<file path="src/rtl/reg_array_reader.sv">
// Snapshots an N-word parallel bus on start, then streams one word per out_valid&&out_ready (natural or bit-reversed order).
// First word valid one cycle after the start edge; outputs hold while out_ready is low; a done pulse follows the last transfer.
module reg_array_reader #(
    parameter int N      = 16,
    parameter int MSB    = 16,
    parameter int BITREV = 0
) (
    input  logic                   clk,
    input  logic                   rst,
    input  logic                   start,
    input  logic [N*MSB-1:0]       data_in,
    input  logic                   out_ready,
    output logic                   out_valid,
    output logic [MSB-1:0]         out_data,
    output logic [$clog2(N)-1:0]   out_addr,
    output logic                   busy,
    output logic                   done
);
    localparam int AW = $clog2(N);

    localparam logic [1:0] S_IDLE = 2'd0;
    localparam logic [1:0] S_SEND = 2'd1;
    localparam logic [1:0] S_DONE = 2'd2;

    logic [1:0]     state_q, state_d;
    logic [AW-1:0]  count_q, count_d;
    logic [MSB-1:0] out_data_q, out_data_d;
    logic [AW-1:0]  out_addr_q, out_addr_d;
    logic [MSB-1:0] snap_q [N];
    logic           load;
    logic [AW-1:0]  next_addr;

    function automatic logic [AW-1:0] map_addr(input logic [AW-1:0] c);
        logic [AW-1:0] r;
        r = c;
        if (BITREV != 0) begin
            for (int i = 0; i < AW; i++) begin
                r[i] = c[AW-1-i];
            end
        end
        return r;
    endfunction

    // The next word is looked up one cycle early so out_data stays a plain register.
    always_comb begin
        state_d    = state_q;
        count_d    = count_q;
        out_data_d = out_data_q;
        out_addr_d = out_addr_q;
        load       = 1'b0;
        next_addr  = map_addr(count_q + 1'b1);
        case (state_q)
            S_IDLE: begin
                if (start) begin
                    load       = 1'b1;
                    state_d    = S_SEND;
                    count_d    = '0;
                    out_addr_d = '0;
                    out_data_d = data_in[MSB-1:0];
                end
            end
            S_SEND: begin
                if (out_ready) begin
                    count_d = count_q + 1'b1;
                    if (count_q == AW'(N - 1)) begin
                        state_d    = S_DONE;
                        out_addr_d = '0;
                        out_data_d = '0;
                    end else begin
                        out_addr_d = next_addr;
                        out_data_d = snap_q[next_addr];
                    end
                end
            end
            S_DONE: begin
                state_d = S_IDLE;
            end
            default: begin
                state_d = S_IDLE;
            end
        endcase
    end

    always_ff @(posedge clk or posedge rst) begin
        if (rst) begin
            state_q    <= S_IDLE;
            count_q    <= '0;
            out_data_q <= '0;
            out_addr_q <= '0;
        end else begin
            state_q    <= state_d;
            count_q    <= count_d;
            out_data_q <= out_data_d;
            out_addr_q <= out_addr_d;
        end
    end

    always_ff @(posedge clk or posedge rst) begin
        if (rst) begin
            for (int i = 0; i < N; i++) begin
                snap_q[i] <= '0;
            end
        end else if (load) begin
            for (int i = 0; i < N; i++) begin
                snap_q[i] <= data_in[i*MSB +: MSB];
            end
        end
    end

    assign out_valid = (state_q == S_SEND);
    assign busy      = (state_q != S_IDLE);
    assign done      = (state_q == S_DONE);
    assign out_data  = out_data_q;
    assign out_addr  = out_addr_q;

endmodule

</file>
<file path="config.mk">
export PLATFORM = sky130hd
export DESIGN_NAME = reg_array_reader
export DESIGN_NICKNAME = d
export VERILOG_FILES = /design/src/rtl/reg_array_reader.sv
export SDC_FILE = /design/constraint.sdc
export NUM_CORES = 1
export LEC_CHECK = 0
export ABC_AREA = 1
export CAP_MARGIN = 25
export CORE_MARGIN = 3
export CORE_UTILIZATION = 61
export DETAILED_ROUTE_END_ITERATION = 8
export DONT_BUFFER_PORTS = 1
export HOLD_SLACK_MARGIN = 0.02
export PLACE_DENSITY = 0.77
export SYNTH_ARGS = -nofsm -noshare
export SYNTH_HDL_FRONTEND = slang
export SYNTH_SLANG_ARGS = --single-unit
</file>
<file path="constraint.sdc">
create_clock -name clk -period 11.53 [get_ports clk]
set_clock_uncertainty 0.1 [all_clocks]
set_input_delay 0.5765 -clock clk [delete_from_list [all_inputs] [get_ports clk]]
set_output_delay 0.5765 -clock clk [all_outputs]
set_load 0.03 [all_outputs]
</file>
==> key figures, run 1 <==
Status
  • Outcome: complete, no violations

Detailed routing
  • # DRC: 0
  • Vias per inst: 5.713
  • DR iter-0 viols: 1,160
  • Via count: 11,520
  • Detailed Route WL: 39,090 µm
  • Pre-Repair DR Iteration Count: 6
  • Post-DRT Antenna Nets: 0
  • WL per Instance: 19.38 µm

STA
  • Max frequency: 289.5 MHz
  • Fin crit period: 3455 ps
  • Max_slew headroom: 21.13%
  • Setup violations, final: 0
  • RSZ-0062 raised after global routing: no
  • Period utilization: 29.96%
  • Final Hold Vio Count: 0
  • Setup tns final: 0 ps
  • Final Slew Violations: 0
  • Slew @ Worst Pin: 1183 ps

Final layout
  • P&R area growth vs syn: 7.703%
  • Most frequent cells in the layout: nand2_1, dfrtp_1, inv_1
  • Nets@finish: 1,974
  • Most common cell after layout, fill and taps aside: nand2_1
  • Ant. Diodes: 0
  • Layout cell share with drive strength beyond 1: 5.469%

Yosys
  • Mux share of post-synthesis cell area: 0.1653%
  • Post-synthesis simple-gate area fraction: 23.83%
  • Post-synthesis adder-cell area fraction: 0.09181%
  • Synth Net Count: 2,040
  • Warnings, synthesis: 0
  • Avg Synthesized Cell Area: 7.661 µm²
  • Yosys reg bits: 282
  • Synth Instances: 1,779
  • Largest family of logic cells by synthesized area: simple AND/OR/NAND/NOR gates
  • Xor/xnor cell area share of the yosys netlist: 0.5600%
  • Cell variety after synth: 24
  • Synth Area in Compound Gates: 11.72%
  • Register area share after synthesis: 51.78%
  • Cell Area, Synth: 13,630 µm²

Setup path
  • Crit Path Max Fanout: 69
  • WP data arrival: 3830 ps
  • Cell Chain, Critical Path: clkinv_2 -> buf_4 -> nand2_1 -> nand3_1 -> nand3_1 -> nand3_1 -> nand2_1 -> nand2_1 -> a21oi_2
  • Worst Path Buf+Inv: 2
  • CP endpoint kind: flip-flop
  • Max incr delay on CP: 880 ps
  • Worst path slowest cell: dfrtp_4
  • Crit path kind: reg -> reg
  • WP data required: 11,910 ps
  • Worst setup SP type: flip-flop
  • Crit path max-delay family: buffers and inverters

Power and ir drop
  • Power Density: 336.9 nW/µm²
  • Total chip power: 4.945 mW
  • Max IR drop VDD: 0.2082 mV
  • Pleak: 7.729 nW

Global route
  • Initial antenna violation count: 0
  • GRT Total Usage: 31.79%
  • Vias in the first global route: 11,160
  • GRT Max-Usage Layer: met2
  • First-pass GRT wire length: 60,360 µm
  • Remaining global-route overflow: 0
  • Largest net degree at the start of global routing: 253
  • Met2 Use GR: 50.58%
  • Met1 Use GR: 43.75%
  • Routing usage on met3: 5.702%

Floorplan
  • Initial Utilization: 62.25%
  • Die area: 24,170 µm²
  • Core Rows: 54
  • Die Ht: 155.5 µm
  • Core area: 21,890 µm²
  • Ports: 283
  • Die W: 155.5 µm

Clock network
  • Later-pin clock latency in the skew report: 550 ps
  • CTS root buffer: clkbuf_16
  • Post-CTS Resized: 0
  • CTS Sinks: 282
  • H-Tree Depth: 1
  • CTS tree: done
  • CTS buffer count: 30
  • Max Buffers Root-to-Sink: 3
  • Setup Fix Bufs, Post-CTS: 0
  • CTS clk-pin slew, worst paths: 60 ps

Hold path
  • Hold Crit Class: in -> reg

Job
  • Max-cap violation count: 0

Placed design
  • Final estimated routing congestion in global placement: 0.9263
  • Dpl hpwl: 27,650 µm
  • # port buffers: 0
flip-flops by register name (all words and copies together), names as in the netlist:
name / count
count_q: 4
out_addr: 4
out_data: 16
snap_q: 256
state_q: 2
worst paths after layout:
kind,from,endpoint,slack [ps],cells past startpoint
setup reg to reg,count_q[0]$_DFFE_PP0P_,out_data[11]$_DFFE_PP0P_,8080,9
hold / removal,out_ready,state_q[0]$_DFFE_PP0P_,50,1
max in group asynchronous,rst,count_q[0]$_DFFE_PP0P_,8490,5
min in group asynchronous,rst,snap_q[180]$_DFFE_PP0P_,620,2
hold reg to reg,snap_q[247]$_DFFE_PP0P_,snap_q[247]$_DFFE_PP0P_,380,2
setup / recovery,count_q[0]$_DFFE_PP0P_,out_data[11]$_DFFE_PP0P_,8080,9
worst reg2reg max path, stage by stage, from the launching register on:
cell      delay, ps
dfrtp_4         880
clkinv_2        880
buf_4           600
nand2_1         160
nand3_1          70
nand3_1         180
nand3_1         190
nand2_1         130
nand2_1          60
a21oi_2         130
cell type report:
cell class	instances	area, µm²
inverter	281	1064
fill	1828	7213
multi-input combinational	1105	4967
timing repair buffer	13	132.6
sequential	282	7061
clock buffer	41	903.4
clock inverter	15	200.2
tap	280	350.3
where the power goes:
part	switching (mW)	leakage, nW	internal, mW	total (mW)
clock	0.398	0.558	0.656	1.05
combinational	1.52	4.12	0.668	2.19
sequential	0.272	3.05	1.43	1.71
kinds of logic after synthesis:
kind of cell               Yosys count
AOI/OAI and AO/OA                  309
xor gates and xnor gates             4
adders and majority gates            1
buffers and inverters              392
DFF                                282
muxes                                2
and+or+nand+nor                    789
metal layers:
metal  part of all wire (%)  vias to the layer above
li1                       -                     5393
met3                    8.6                      102
met1                     40                     5469
met5                      0                        -
met2                     46                      559
met4                    4.8                        0
through the flow:
stage               cells  hold WS, ps  worst slack, ps  instance area, µm²  utilization [%]
finish               2017        54.50             8075               14680            67.05
CTS                  2016        47.22             8059               14650            66.92
global route         2017        43.71             7898               14680            67.05
detailed placement   1959        373.8             8097               13540            61.84
global placement     1959        368.1             8124               13540            61.84
floorplan            1779        352.9             3075               13630                -
synthesized netlist by cell type:
cell type  number  share of area [%]
dfrtp_1       282                 52
o211ai_1        1              0.055
nor2_1        260                7.2
clkbuf_1       45                1.2
buf_6           9               0.74
a21oi_2        13               0.84
xnor2_2         1               0.12
inv_2           3              0.083
mux2_2          2               0.17
buf_1          13               0.36
nand2_1       314                8.6
a21oi_1       241                8.9
clkbuf_8        2               0.20
nand3_1       213                7.8
xor2_2          2               0.24
ha_1            1              0.092
o21ai_0        54                2.0
inv_1         277                7.6
buf_2          41                1.5
xor2_4          1               0.20
clkinv_1        1              0.028
nand3_4         1               0.13
nand3_2         1              0.073
buf_4           1              0.055
timing repair:
item / in CTS / in global routing
hold buffers: 1 / 0
endpoints found under the setup margin: 0 / 0
hold endpoints to repair: 13 / 0
(Power assumes the default switching activity.)
==> inputs of run 2 (changes only) <==
--- a/config.mk
+++ b/config.mk
@@ -8,11 +8,11 @@
 export ABC_AREA = 1
 export CAP_MARGIN = 25
 export CORE_MARGIN = 3
-export CORE_UTILIZATION = 61
+export CORE_UTILIZATION = 58
 export DETAILED_ROUTE_END_ITERATION = 8
 export DONT_BUFFER_PORTS = 1
 export HOLD_SLACK_MARGIN = 0.02
-export PLACE_DENSITY = 0.77
+export PLACE_DENSITY = 0.76
 export SYNTH_ARGS = -nofsm -noshare
 export SYNTH_HDL_FRONTEND = slang
 export SYNTH_SLANG_ARGS = --single-unit
==> constraint.sdc (replaced) <==
create_clock -name clk -period 2.8 [get_ports clk]
set_clock_uncertainty 0.1 [all_clocks]
set_input_delay 0.14 -clock clk [delete_from_list [all_inputs] [get_ports clk]]
set_output_delay 0.14 -clock clk [all_outputs]
set_load 0.03 [all_outputs]
==> key figures, run 2 (synthesis results as in run 1) <==
Detailed routing
  • Vias per inst: 5.724 (was 5.713)
  • Via count: 13,640 (was 11,520)
  • DR iter-0 viols: 1,893 (was 1,160)
  • # DRC: 0 (unchanged)
  • Highest Signal Layer: met4 (unchanged)
  • Met3 WL post-DR: 4039 µm (was 3374 µm)
  • Post-Route M1 WL: 17,990 µm (was 15,750 µm)
  • Pre-Repair DR Iteration Count: 6 (unchanged)
  • WL per Instance: 20.95 µm (was 19.38 µm)
  • Met2 routed WL: 24,600 µm (was 18,100 µm)
  • Detailed Route WL: 49,920 µm (was 39,090 µm)
  • Post-DRT Antenna Nets: 0 (unchanged)

STA
  • Hold slack: 30.80 ps (was 54.50 ps)
  • Final Slew Violations: 0 (unchanged)
  • Slew @ Worst Pin: 713.6 ps (was 1183 ps)
  • Final Hold Vio Count: 0 (unchanged)
  • Period utilization: 96.85% (was 29.96%)
  • RSZ-0062 raised after global routing: no (unchanged)
  • Setup violations, final: 0 (unchanged)
  • Max_slew headroom: 52.43% (was 21.13%)
  • Fin crit period: 2712 ps (was 3455 ps)
  • Max frequency: 368.8 MHz (was 289.5 MHz)

Placed design
  • Final estimated routing congestion in global placement: 0.8947 (was 0.9263)
  • # port buffers: 0 (unchanged)
  • Dpl hpwl: 28,720 µm (was 27,650 µm)

Power and ir drop
  • Max IR drop VDD: 0.7789 mV (was 0.2082 mV)
  • Power Density: 1179 nW/µm² (was 336.9 nW/µm²)
  • Pleak: 9.154 nW (was 7.729 nW)
  • Total chip power: 21.19 mW (was 4.945 mW)

Clock network
  • Max Buffers Root-to-Sink: 3 (unchanged)
  • Setup Fix Bufs, Post-CTS: 0 (unchanged)
  • CTS buffer count: 29 (was 30)
  • CTS root buffer: clkbuf_16 (unchanged)
  • CTS tree: done (unchanged)
  • CTS clk-pin slew, worst paths: 70 ps (was 60 ps)
  • Later-pin clock latency in the skew report: 560 ps (was 550 ps)
  • H-Tree Depth: 1 (unchanged)
  • CTS Sinks: 282 (unchanged)

Floorplan
  • Die Ht: 159.3 µm (was 155.5 µm)
  • Die W: 159.3 µm (was 155.5 µm)
  • Die area: 25,370 µm² (was 24,170 µm²)
  • Core area: 22,850 µm² (was 21,890 µm²)
  • Core Rows: 55 (was 54)
  • Ports: 283 (unchanged)
  • Initial Utilization: 59.65% (was 62.25%)

Final layout
  • Most flops, register: snap_q (unchanged)
  • P&R area growth vs syn: 31.89% (was 7.703%)
  • Most frequent cells in the layout: dlygate4sd3_1, nand2_1, dfrtp_1 (was nand2_1, dfrtp_1, inv_1)
  • Layout cell share with drive strength beyond 1: 5.087% (was 5.469%)
  • Post-layout util: 78.67% (was 67.05%)
  • Most common cell after layout, fill and taps aside: dlygate4sd3_1 (was nand2_1)
  • Nets@finish: 2,303 (was 1,974)
  • Largest register FFs: 256 (unchanged)

Setup path
  • WP data required: 3130 ps (was 11,910 ps)
  • WP data arrival: 3040 ps (was 3830 ps)
  • CP endpoint kind: flip-flop (unchanged)
  • Crit path kind: reg -> reg (unchanged)
  • Crit Path Max Fanout: 63 (was 69)
  • Worst setup SP type: flip-flop (unchanged)

Status
  • Outcome: complete, no violations (unchanged)

Hold path
  • Hold Crit Class: in -> async (was in -> reg)

Global route
  • Initial antenna violation count: 6 (was 0)
  • Remaining global-route overflow: 0 (unchanged)
  • GRT Total Usage: 38.61% (was 31.79%)
  • Largest net degree at the start of global routing: 128 (was 253)
  • Vias in the first global route: 14,020 (was 11,160)
  • First-pass GRT wire length: 77,360 µm (was 60,360 µm)

Job
  • Max-cap violation count: 0 (unchanged)
run 2: cell types whose count changed in the layout (fill, tap and decap cells not counted), sizes merged, moves of 3 or more:
cell / change
buf: +17
bufinv: -3
clkinv: -3
diode: +6
dlygate4sd3: +313
run 2: report_power, final:
part           internal [mW]  switching [mW]
combinational           3.48            6.77
clock                   2.30            1.65
sequential              5.91            1.08
run 2: stage by stage:
stage,setup slack [ps],cell area (µm²),std cells,TNS [ps]
final,88.22,17970,2383,0
after global routing,65.89,17970,2383,0
after CTS,332.5,17960,2377,0
after detailed placement,596.4,13850,2010,0
after global placement,619.9,13850,2010,0
after floorplan,-1175,13630,1779,-331430
run 2: worst max-delay path, stage by stage, from the launching register on:
cell and delay, ps:
dfrtp_1 410, nor2_1 250, nand2_4 140, buf_12 210, nor2_1 180, dlygate4sd3_1 630
a21oi_1 70, dlygate4sd3_1 570
run 2: layer usage:
metal | global-route usage (%) | up-vias
li1 | - | 6052
met1 | 46.66 | 6449
met4 | 21.69 | 0
met3 | 6.061 | 217
met2 | 66.28 | 922
met5 | 0 | -
run 2: layout make-up:
type | count | area, µm²
antenna | 6 | 15.01
clock buffer | 42 | 854.6
clock inverter | 11 | 112.6
fill | 1453 | 4873
inverter | 281 | 1061
multi-input combinational | 1105 | 4967
sequential | 282 | 7061
tap | 313 | 391.6
timing repair buffer | 343 | 3511
run 2: final timing paths:
path | from | to | slack, ps | depth (start not counted)
worst min-delay path | rst | snap_q[171]$_DFFE_PP0P_ | 30 | 2
worst max register to register | state_q[0]$_DFFE_PP0P_ | snap_q[221]$_DFFE_PP0P_ | 90 | 7
min in group clk | start | out_addr[0]$_DFFE_PP0P_ | 30 | 4
worst min register to register | snap_q[249]$_DFFE_PP0P_ | snap_q[249]$_DFFE_PP0P_ | 390 | 2
max in group asynchronous | rst | count_q[0]$_DFFE_PP0P_ | 1580 | 3
worst max-delay path | state_q[0]$_DFFE_PP0P_ | snap_q[221]$_DFFE_PP0P_ | 90 | 7
run 2: what timing repair did:
action,4_1_cts,5_1_grt
hold endpoints to repair,475,0
hold buffers,314,0
gates resized for setup,0,0
